`config.mk`:
```
export PLATFORM = sky130hd
export DESIGN_NAME = wb_port_scheduler_flat
export DESIGN_NICKNAME = d
export VERILOG_FILES = /design/src/rtl/wb_port_if.sv /design/src/rtl/wb_port_scheduler.sv /design/src/flat_wrapper.sv
export SDC_FILE = /design/constraint.sdc
export NUM_CORES = 1
export LEC_CHECK = 0
export BUFFER_PORTS_ARGS = -buffer_cell sky130_fd_sc_hd__buf_2
export CELL_PAD_IN_SITES_DETAIL_PLACEMENT = 0
export CELL_PAD_IN_SITES_GLOBAL_PLACEMENT = 1
export CORE_ASPECT_RATIO = 1.4
export CORE_UTILIZATION = 38
export CTS_CLUSTER_DIAMETER = 120
export DETAILED_ROUTE_END_ITERATION = 8
export GPL_TIMING_DRIVEN = 0
export PLACE_DENSITY_LB_ADDON = 0.1
export SLEW_MARGIN = 10
export SYNTH_ARGS = -nofsm -noshare
export SYNTH_HDL_FRONTEND = slang
export SYNTH_SLANG_ARGS = --single-unit
```
`constraint.sdc`:
```
create_clock -name clk -period 4.2 [get_ports clk]
set_input_delay 0.63 -clock clk [delete_from_list [all_inputs] [get_ports clk]]
set_output_delay 0.63 -clock clk [all_outputs]
set_load 0.03 [all_outputs]
```
`src/rtl/wb_port_if.sv`:
```
// Write-back port bundle: load and ALU result inputs plus the register-file write side.
// The master drives results in and the slave (the scheduler) drives the RF write.
interface wb_port_if #(
    parameter int DATA_W = 32,
    parameter int REG_W  = 6
) ();
    logic              mem_valid;
    logic [REG_W-1:0]  mem_rd;
    logic [DATA_W-1:0] mem_data;
    logic              alu_valid;
    logic [REG_W-1:0]  alu_rd;
    logic [DATA_W-1:0] alu_data;
    logic              alu_stall;
    logic              rf_we;
    logic [REG_W-1:0]  rf_rd;
    logic [DATA_W-1:0] rf_wdata;
    logic              pending;
    logic [15:0]       wb_count;

    modport master (
        output mem_valid, mem_rd, mem_data, alu_valid, alu_rd, alu_data,
        input  alu_stall, rf_we, rf_rd, rf_wdata, pending, wb_count
    );

    modport slave (
        input  mem_valid, mem_rd, mem_data, alu_valid, alu_rd, alu_data,
        output alu_stall, rf_we, rf_rd, rf_wdata, pending, wb_count
    );
endinterface

```
`src/rtl/wb_port_scheduler.sv`:
```
// Shares one register-file write port between loads (absolute priority) and ALU results,
// parking ALU results that lose arbitration in a small in-order skid FIFO.
module wb_port_scheduler #(
    parameter int DATA_W = 32,
    parameter int REG_W  = 6,
    parameter int DEPTH  = 2
) (
    input logic      clk,
    input logic      rst_n,
    wb_port_if.slave bus
);
    localparam int PTR_W = $clog2(DEPTH);
    localparam int CNT_W = PTR_W + 1;

    typedef struct packed {
        logic [REG_W-1:0]  rd;
        logic [DATA_W-1:0] data;
    } wb_ent_t;

    typedef enum logic [1:0] {
        SRC_NONE,
        SRC_MEM,
        SRC_FIFO,
        SRC_ALU
    } src_e;

    wb_ent_t           fifo_q [DEPTH];
    logic [PTR_W-1:0]  rd_ptr_q, rd_ptr_d;
    logic [PTR_W-1:0]  wr_ptr_q, wr_ptr_d;
    logic [CNT_W-1:0]  count_q, count_d;
    logic              rf_we_q, rf_we_d;
    logic [REG_W-1:0]  rf_rd_q, rf_rd_d;
    logic [DATA_W-1:0] rf_wdata_q, rf_wdata_d;
    logic [15:0]       wb_count_q, wb_count_d;

    src_e    grant;
    wb_ent_t grant_ent;
    wb_ent_t alu_ent;
    logic    fifo_empty;
    logic    fifo_full;
    logic    alu_accept;
    logic    push;
    logic    pop;

    // NOTE: every always_comb output gets a default first so no path can infer a latch.
    always_comb begin
        fifo_empty = (count_q == '0);
        fifo_full  = (count_q == CNT_W'(DEPTH));
        alu_ent    = '{rd: bus.alu_rd, data: bus.alu_data};
        alu_accept = bus.alu_valid && !fifo_full;
        grant      = SRC_NONE;
        grant_ent  = '0;
        pop        = 1'b0;

        if (bus.mem_valid) begin
            grant     = SRC_MEM;
            grant_ent = '{rd: bus.mem_rd, data: bus.mem_data};
        end else if (!fifo_empty) begin
            grant     = SRC_FIFO;
            grant_ent = fifo_q[rd_ptr_q];
            pop       = 1'b1;
        end else if (alu_accept) begin
            grant     = SRC_ALU;
            grant_ent = alu_ent;
        end

        // An accepted ALU result either wins the port directly or queues behind older ones.
        push = alu_accept && (grant != SRC_ALU);

        rd_ptr_d = pop  ? rd_ptr_q + PTR_W'(1) : rd_ptr_q;
        wr_ptr_d = push ? wr_ptr_q + PTR_W'(1) : wr_ptr_q;
        unique case ({push, pop})
            2'b10:   count_d = count_q + CNT_W'(1);
            2'b01:   count_d = count_q - CNT_W'(1);
            default: count_d = count_q;
        endcase

        // Writes to r0 still use up the slot but never reach the register file.
        rf_we_d    = (grant != SRC_NONE) && (grant_ent.rd != '0);
        rf_rd_d    = (grant != SRC_NONE) ? grant_ent.rd   : rf_rd_q;
        rf_wdata_d = (grant != SRC_NONE) ? grant_ent.data : rf_wdata_q;
        wb_count_d = wb_count_q + 16'(rf_we_d);
    end

    // NOTE: sequential state uses non-blocking assignments so all flops update together.
    always_ff @(posedge clk) begin
        if (!rst_n) begin
            rd_ptr_q   <= '0;
            wr_ptr_q   <= '0;
            count_q    <= '0;
            rf_we_q    <= 1'b0;
            rf_rd_q    <= '0;
            rf_wdata_q <= '0;
            wb_count_q <= '0;
        end else begin
            rd_ptr_q   <= rd_ptr_d;
            wr_ptr_q   <= wr_ptr_d;
            count_q    <= count_d;
            rf_we_q    <= rf_we_d;
            rf_rd_q    <= rf_rd_d;
            rf_wdata_q <= rf_wdata_d;
            wb_count_q <= wb_count_d;
        end
    end

    // NOTE: FIFO storage is not reset; count_q alone decides which entries are live.
    always_ff @(posedge clk) begin
        if (rst_n && push) begin
            fifo_q[wr_ptr_q] <= alu_ent;
        end
    end

    assign bus.alu_stall = fifo_full;
    assign bus.pending   = !fifo_empty;
    assign bus.rf_we     = rf_we_q;
    assign bus.rf_rd     = rf_rd_q;
    assign bus.rf_wdata  = rf_wdata_q;
    assign bus.wb_count  = wb_count_q;
endmodule
```
`src/flat_wrapper.sv`:
```
// flat-port wrapper written by rule: the top's interface ports become plain ports
module wb_port_scheduler_flat 
#(
    parameter int DATA_W = 32,
    parameter int REG_W  = 6,
    parameter int DEPTH  = 2
)
  (clk, rst_n, bus_mem_valid, bus_mem_rd, bus_mem_data, bus_alu_valid, bus_alu_rd, bus_alu_data, bus_alu_stall, bus_rf_we, bus_rf_rd, bus_rf_wdata, bus_pending, bus_wb_count);
  wb_port_if #(.DATA_W(DATA_W), .REG_W(REG_W)) bus_i ();
  input logic clk;
  input logic rst_n;
  input wire logic [$bits(bus_i.mem_valid)-1:0] bus_mem_valid;
  input wire logic [$bits(bus_i.mem_rd)-1:0] bus_mem_rd;
  input wire logic [$bits(bus_i.mem_data)-1:0] bus_mem_data;
  input wire logic [$bits(bus_i.alu_valid)-1:0] bus_alu_valid;
  input wire logic [$bits(bus_i.alu_rd)-1:0] bus_alu_rd;
  input wire logic [$bits(bus_i.alu_data)-1:0] bus_alu_data;
  output wire logic [$bits(bus_i.alu_stall)-1:0] bus_alu_stall;
  output wire logic [$bits(bus_i.rf_we)-1:0] bus_rf_we;
  output wire logic [$bits(bus_i.rf_rd)-1:0] bus_rf_rd;
  output wire logic [$bits(bus_i.rf_wdata)-1:0] bus_rf_wdata;
  output wire logic [$bits(bus_i.pending)-1:0] bus_pending;
  output wire logic [$bits(bus_i.wb_count)-1:0] bus_wb_count;
  assign bus_i.mem_valid = bus_mem_valid;
  assign bus_i.mem_rd = bus_mem_rd;
  assign bus_i.mem_data = bus_mem_data;
  assign bus_i.alu_valid = bus_alu_valid;
  assign bus_i.alu_rd = bus_alu_rd;
  assign bus_i.alu_data = bus_alu_data;
  assign bus_alu_stall = bus_i.alu_stall;
  assign bus_rf_we = bus_i.rf_we;
  assign bus_rf_rd = bus_i.rf_rd;
  assign bus_rf_wdata = bus_i.rf_wdata;
  assign bus_pending = bus_i.pending;
  assign bus_wb_count = bus_i.wb_count;
  wb_port_scheduler #(.DATA_W(DATA_W), .REG_W(REG_W), .DEPTH(DEPTH)) u_core (.clk(clk), .rst_n(rst_n), .bus(bus_i));
endmodule
```
==> results.toml, run 1 <==
[clock_tree]
cts_root_buf = "clkbuf_16"
htreeDepth = 4
cts.path.max_buffers = 2
worstSkewPairLatency_ns = 0.41
clock-sinks = 136
holdBufCountCts = 0
path_clk_slew_ns = 0.06
postCtsSetupRepairBufs = 0
cts-buffers-inserted = 17
cts_resized = 0
cts_tree = "yes"

[min_path]
hold_path_startpoint = "bus_alu_data[6]"
whs_path_depth = 1
holdPathEnd = "u_core.fifo_q[1][6]"
hp-class = "in -> reg"

[synthesis]
ys_ff_latch = 136
synth-edff-count = 76
synthArstFlopShare = 0
synthesis.area_sq_mm = 0.00576
ys.warnings.count = 0
synth_cell_types = 38
synth.most_common_cell = "edfxtp_1"
synthCells = 502
synth_top_area_cell = "edfxtp_1"
yosysSeqAreaShare = 0.605
syn_area_per_cell_sq_um = 11.5
ys.flop_type = "edfxtp_1"
synth_area_leaders = "edfxtp_1, dfxtp_1, mux2i_1"
synthTopCellsByCount = "edfxtp_1, dfxtp_1, mux2i_1"
mappedNetlistNets = 585
synth_top_area_frac = 0.396

[cells_and_area]
drive_gt1_frac = 0.285
areaGrowthSynthToFinish_pct = 27.7
final_nets = 748
finalNonFillerCells = 866
diodes = 0

[grt]
grt_pass1_vias = 4391
antenna_found_initial = 0
grt_overflow = 0
grtUsageTotal = 0.187
grt_max_degree = 17
grt_pass1_wl_mm = 22.5

[sta]
max_slew_margin = 0.431
worst_pin_slew_ns = 0.847
tns_ns = 0
hold_viol = 0
rsz0062_at_grt = "false"
setup_viol = 0
slew_viol_final = 0
timing.final.ws_setup_ns = 1.47
fin_crit_sh = 0.651
fmax_mhz = 366
min_period_ns = 2.73
fin_skew_ns = 0.0114

[critical_path]
crit_start = "bus_mem_valid"
crit_buf_inv = 3
crit_chain = "buf_2, inv_1, clkbuf_1, o21ai_0, o22ai_1, nand4_1, ha_1, ha_1, nand2_1, nor4_1, xnor2_1, nor2_1"
required_ns = 4.48
cp_common_cell = "ha_1"
rr_endpoint = "u_core.bus.wb_count[14]"
slowest_delay_ns = 0.42
r2r_start = "u_core.count_q[1]"
r2r_setup_slack_ns = 1.47
slowest_stage = "clkbuf_1"
startpoint_type = "input pin"
endpoint_kind = "flop"
reg2regPathDepth = 12
worstPathArrival_ns = 3.01
crit_family = "buffers and inverters"
path_max_fanout = 10
worst-setup-path-type = "in -> reg"

[power]
power.density_mw_per_mm2 = 577
power_leakage_uw = 0.00289
ir_drop_uv = 262
total_power_uw = 4250

[status]
status = "finished, final reports clean"

[place]
place_inst = 835
dpl_worst_slack_ns = 0.988
port_buffers = 136
gp_congestion = 0.762
dp_hpwl_mm = 10.3

[floorplanning]
ios = 137
num_rows = 52
initial_core_util = 0.394
die_h_microns = 148
core_area_sq_mm = 0.0146
die_w_microns = 106
die-area_sq_mm = 0.0157

[route]
dr.pass1.iters = 4
drc_errors = 0
wl_mm = 14.2
num_vias = 4328
dr.first_iter.drc_count = 166
via_per_inst = 5.00
postRouteAntennaNets = 0
drt-wirelength-per-cell_microns = 16.4

[run]
cap_viol_max_count = 0
## metrics by stage
stage / hold WS, ns / utilization / cell area [sq um]
after global routing: 0.412 / 0.503 / 7360
final: 0.419 / 0.503 / 7360
after global placement: 0.443 / 0.456 / 6680
after CTS: 0.407 / 0.503 / 7360
after floorplan: 0.481 / - / 5760
after detailed placement: 0.450 / 0.463 / 6770
## layout make-up
type	instances	area (sq um)
inverters	6	22.5
repair buffers	144	763
clock buffers	18	429
flip-flops and latches	136	3480
clock inverters	13	156
well taps	189	236
multi-input cells	325	2090
plain buffers	35	180
fillers	1378	7280
## kinds of logic (layout without fill, tap and decap cells)
logic type,Yosys count,in the layout,share of synthesized area
adder cells (fa/ha/maj),3,3,0.00652
multiplexers,53,53,0.0921
buffers and inverters,41,216,0.0352
XOR/XNOR,17,17,0.0258
AND/OR/NAND/NOR,164,164,0.146
flip-flops,136,136,0.605
AO/OA/AOI/OAI,88,88,0.0899
## how the worst max path moves through the flow
stage,endpoint,slack [ns],cells past startpoint
6_report,u_core.bus.wb_count[14],1.47,12
5_1_grt,u_core.bus.wb_count[12],1.22,12
4_1_cts,u_core.bus.wb_count[14],1.41,12
3_5_place_dp,u_core.bus.wb_count[14],0.99,12
3_3_place_gp,u_core.fifo_q[1][8],-2.18,5
2_1_floorplan,u_core.fifo_q[0][0],-0.04,4
## power by group
part | switching [uW] | internal [uW]
Clock | 552 | 925
Combinational | 756 | 415
Sequential | 50.4 | 1550
Total | 1360 | 2890
## routing by layer
layer | track usage | vias to the layer above | part of all wire
met4 | 0.0618 | 0 | 0.012
met2 | 0.334 | 101 | 0.52
met3 | 0.0437 | 11 | 0.041
met5 | 0 | - | 0
li1 | - | 2164 | -
met1 | 0.219 | 2052 | 0.43
## cells in the final DEF (no fill, tap or decap), types with 5 or more instances in the layout
cell type	netlist	routed
nor3_1	7	5
buf_2	6	142
nor2_1	41	41
a211oi_1	17	17
o21ai_0	11	11
nand3_1	21	21
buf_6	3	9
clkbuf_1	20	21
dfxtp_1	60	60
buf_4	5	7
o21ai_1	10	10
edfxtp_1	76	76
mux2i_1	53	53
nand2_1	52	52
xnor2_1	13	13
clkbuf_16	0	17
nor4b_1	17	17
a22oi_1	6	6
a21oi_1	36	36
## registers in the layout, indices dropped and copies added, names as in the netlist, named ones only
name,cells
u_core.bus.rf_rd,6
u_core.bus.rf_wdata,32
u_core.bus.rf_we,1
u_core.bus.wb_count,16
u_core.count_q,2
u_core.fifo_q,76
u_core.rd_ptr_q,1
u_core.wr_ptr_q,1
## worst register-to-register path: stages (launching register included)
cell      delay [ns]
dfxtp_1         0.30
buf_2           0.22
nor2_8          0.06
buf_2           0.20
o211ai_1        0.31
a22oi_1         0.15
nand4_1         0.17
ha_1            0.23
ha_1            0.25
nand2_1         0.15
nor4_1          0.34
xnor2_1         0.16
nor2_1          0.05
Power figures use the tool's default switching activity.
==> run 2: changes to the inputs <==
--- a/config.mk
+++ b/config.mk
@@ -5,11 +5,12 @@
 export SDC_FILE = /design/constraint.sdc
 export NUM_CORES = 1
 export LEC_CHECK = 0
+export ABC_AREA = 1
 export BUFFER_PORTS_ARGS = -buffer_cell sky130_fd_sc_hd__buf_2
 export CELL_PAD_IN_SITES_DETAIL_PLACEMENT = 0
 export CELL_PAD_IN_SITES_GLOBAL_PLACEMENT = 1
 export CORE_ASPECT_RATIO = 1.4
-export CORE_UTILIZATION = 38
+export CORE_UTILIZATION = 36
 export CTS_CLUSTER_DIAMETER = 120
 export DETAILED_ROUTE_END_ITERATION = 8
 export GPL_TIMING_DRIVEN = 0
==> constraint.sdc (replaced) <==
create_clock -name clk -period 2.5 [get_ports clk]
set_input_delay 0.375 -clock clk [delete_from_list [all_inputs] [get_ports clk]]
set_output_delay 0.375 -clock clk [all_outputs]
set_load 0.03 [all_outputs]
==> run 2 against run 1 <==
Effect of this change: clock skew shrank 0.0046 ns; flip-flop and latch count stayed put; setup slack lost 1.2 ns; synthesized area increased by 2.9%; power is 62% higher; clock-buffer cell count increased by 10; sequential share of layout area fell by 0.58 points; synthesized cell count up 28%; clock power is 55% higher; worst hold slack worse by 0.26 ns; largest cell class unchanged.
==> results.toml, run 2 <==
[synthesis]
synth_top_area_cell = "edfxtp_1"
synth_top_family_by_area = "simple AND/OR/NAND/NOR gates"
synthTopCellsByCount = "nand2_1, edfxtp_1, dfxtp_1"
synth_compound_area_frac = 0.0802
synth_fa_ha_area_frac = 0.00633
synth_top_area_frac = 0.385
synth-edff-count = 76
ys.flop_type = "edfxtp_1"
synth.most_common_cell = "nand2_1"
yosysSeqAreaShare = 0.587
ys_ff_latch = 136
synthesis.area_sq_mm = 0.00593
ys.warnings.count = 0
synthArstFlopShare = 0
synthCells = 643
syn_area_per_cell_sq_um = 9.22
synth_cell_types = 36
post_synth_and_or_nand_nor_area_fraction = 0.249
muxShareOfSynthArea = 0
mappedNetlistNets = 726
synth-xor-area-share = 0.00443
synth_area_leaders = "edfxtp_1, dfxtp_1, nand2_1"

[critical_path]
startpoint_type = "flop"
worst-setup-path-type = "reg -> reg"
worstPathArrival_ns = 2.59
endpoint_kind = "flop"
required_ns = 2.85
path_max_fanout = 10

[place]
port_buffers = 134
dp_hpwl_mm = 11.2
post_dp_cell_area_sq_mm = 0.00690
gp_congestion = 0.753
place_inst = 978

[clock_tree]
cts-buffers-inserted = 17
worstSkewPairLatency_ns = 0.42
cts_root_buf = "clkbuf_16"
cts.path.max_buffers = 2
postCtsSetupRepairBufs = 0
htreeDepth = 4
path_clk_slew_ns = 0.06
cts_resized = 0
holdBufCountCts = 0
cts_tree = "yes"
clock-sinks = 136

[cells_and_area]
regMostFlops = "u_core.fifo_q"
final_cell_mix = "nand2_1, buf_2, edfxtp_1"
final_nets = 881
drive_gt1_frac = 0.265
areaGrowthSynthToFinish_pct = 25.7
diodes = 0
final_common_cell = "nand2_1"
fin_area_sq_mm = 0.00745
finalNonFillerCells = 1010
largest_reg_flops = 76

[floorplanning]
num_rows = 55
core_area_sq_mm = 0.0161
die_w_microns = 110
die_h_microns = 154
initial_core_util = 0.368
die-area_sq_mm = 0.0170
ios = 137

[route]
drt-wirelength-per-cell_microns = 15.4
drc_errors = 0
dr.pass1.iters = 6
num_vias = 4858
dr.first_iter.drc_count = 176
via_per_inst = 4.81
wl_mm = 15.6
postRouteAntennaNets = 0

[sta]
rsz0062_at_grt = "false"
min_period_ns = 2.23
fin_crit_sh = 0.893
hold_viol = 0
tns_ns = 0
max_slew_margin = 0.569
slew_viol_final = 0
fmax_mhz = 448
worst_pin_slew_ns = 0.646
setup_viol = 0
fin_skew_ns = 0.00679

[power]
power.density_mw_per_mm2 = 921
power_leakage_uw = 0.00329
ir_drop_uv = 464

[grt]
grt_pass1_vias = 4950
grt_max_degree = 26
grt_pass1_wl_mm = 25.3
grtUsageTotal = 0.193
grt_overflow = 0
antenna_found_initial = 0

[min_path]
hp-class = "in -> reg"

[run]
cap_viol_max_count = 0

[status]
status = "finished, final reports clean"
-- run 2: cell types whose count changed after synthesis, moves of 17 or more --
cell	change
o21ai_2	+17
a21oi_1	-18
nand2_1	+177
nand4_1	+20
nor4b_1	-17
inv_1	+38
mux2i_1	-53
-- run 2: worst paths after layout --
path | start | endpoint | slack (ns) | cells after the start
hold / removal | bus_alu_data[16] | u_core.fifo_q[0][16] | 0.15 | 1
setup / recovery | flop | u_core.bus.wb_count[14] | 0.27 | 17
hold reg to reg | u_core.rd_ptr_q | u_core.rd_ptr_q | 0.46 | 1
setup reg to reg | flop | u_core.bus.wb_count[14] | 0.27 | 17
-- run 2: layout make-up --
type,instances,area (sq um)
Buffer,32,255
Clock buffer,28,518
Sequential cell,136,3480
Tap cell,199,249
Clock inverter,4,20.0
Fill cell,1626,8650
Timing Repair Buffer,136,711
Inverter,46,175
Multi-Input combinational cell,429,2040
-- run 2: metrics by stage --
stage / util / power (uW) / setup WS [ns] / hold WS [ns]
6_report: 0.463 / 6860 / 0.267 / 0.154
5_1_grt: 0.463 / 7240 / 0.00299 / 0.134
4_1_cts: 0.462 / 6960 / 0.0849 / 0.135
3_5_place_dp: 0.429 / 4650 / 0.0773 / 0.453
3_3_place_gp: 0.426 / 4610 / -0.729 / 0.442
2_1_floorplan: - / 4070 / 0.211 / 0.431
-- run 2: worst max-delay path, cell delays in order, from the launching register on --
cell     delay (ns)
dfxtp_1        0.35
inv_1          0.06
buf_4          0.18
nand2_1        0.07
nand2_1        0.05
nand2_1        0.06
nand3_1        0.11
nor2_1         0.13
nand3_1        0.14
ha_1           0.23
ha_1           0.19
nand2_1        0.10
inv_1          0.07
nand3_1        0.11
inv_1          0.08
nand4_1        0.07
nand2_1        0.05
nor2_1         0.12
-- run 2: cells by family (layout without fill, tap and decap cells) --
group                    Yosys count  count (layout)
AO/OA/AOI/OAI                     76              76
buffers and inverters             78             246
XOR/XNOR                           3               3
AND/OR/NAND/NOR                  347             347
flip-flops                       136             136
adder cells (fa/ha/maj)            3               3
-- run 2: metal layers --
| layer | track usage | vias up | part of all wire |
|---|---|---|---|
| met1 | 0.213 | 2265 | 0.42 |
| met5 | 0 | - | 0 |
| met3 | 0.0564 | 16 | 0.048 |
| met4 | 0.0635 | 0 | 0.013 |
| met2 | 0.352 | 118 | 0.52 |
| li1 | - | 2459 | - |
-- run 2: power breakdown --
part | switching (uW) | internal [uW]
Combinational | 1220 | 657
Sequential | 113 | 2580
Clock | 889 | 1400
Total | 2220 | 4640
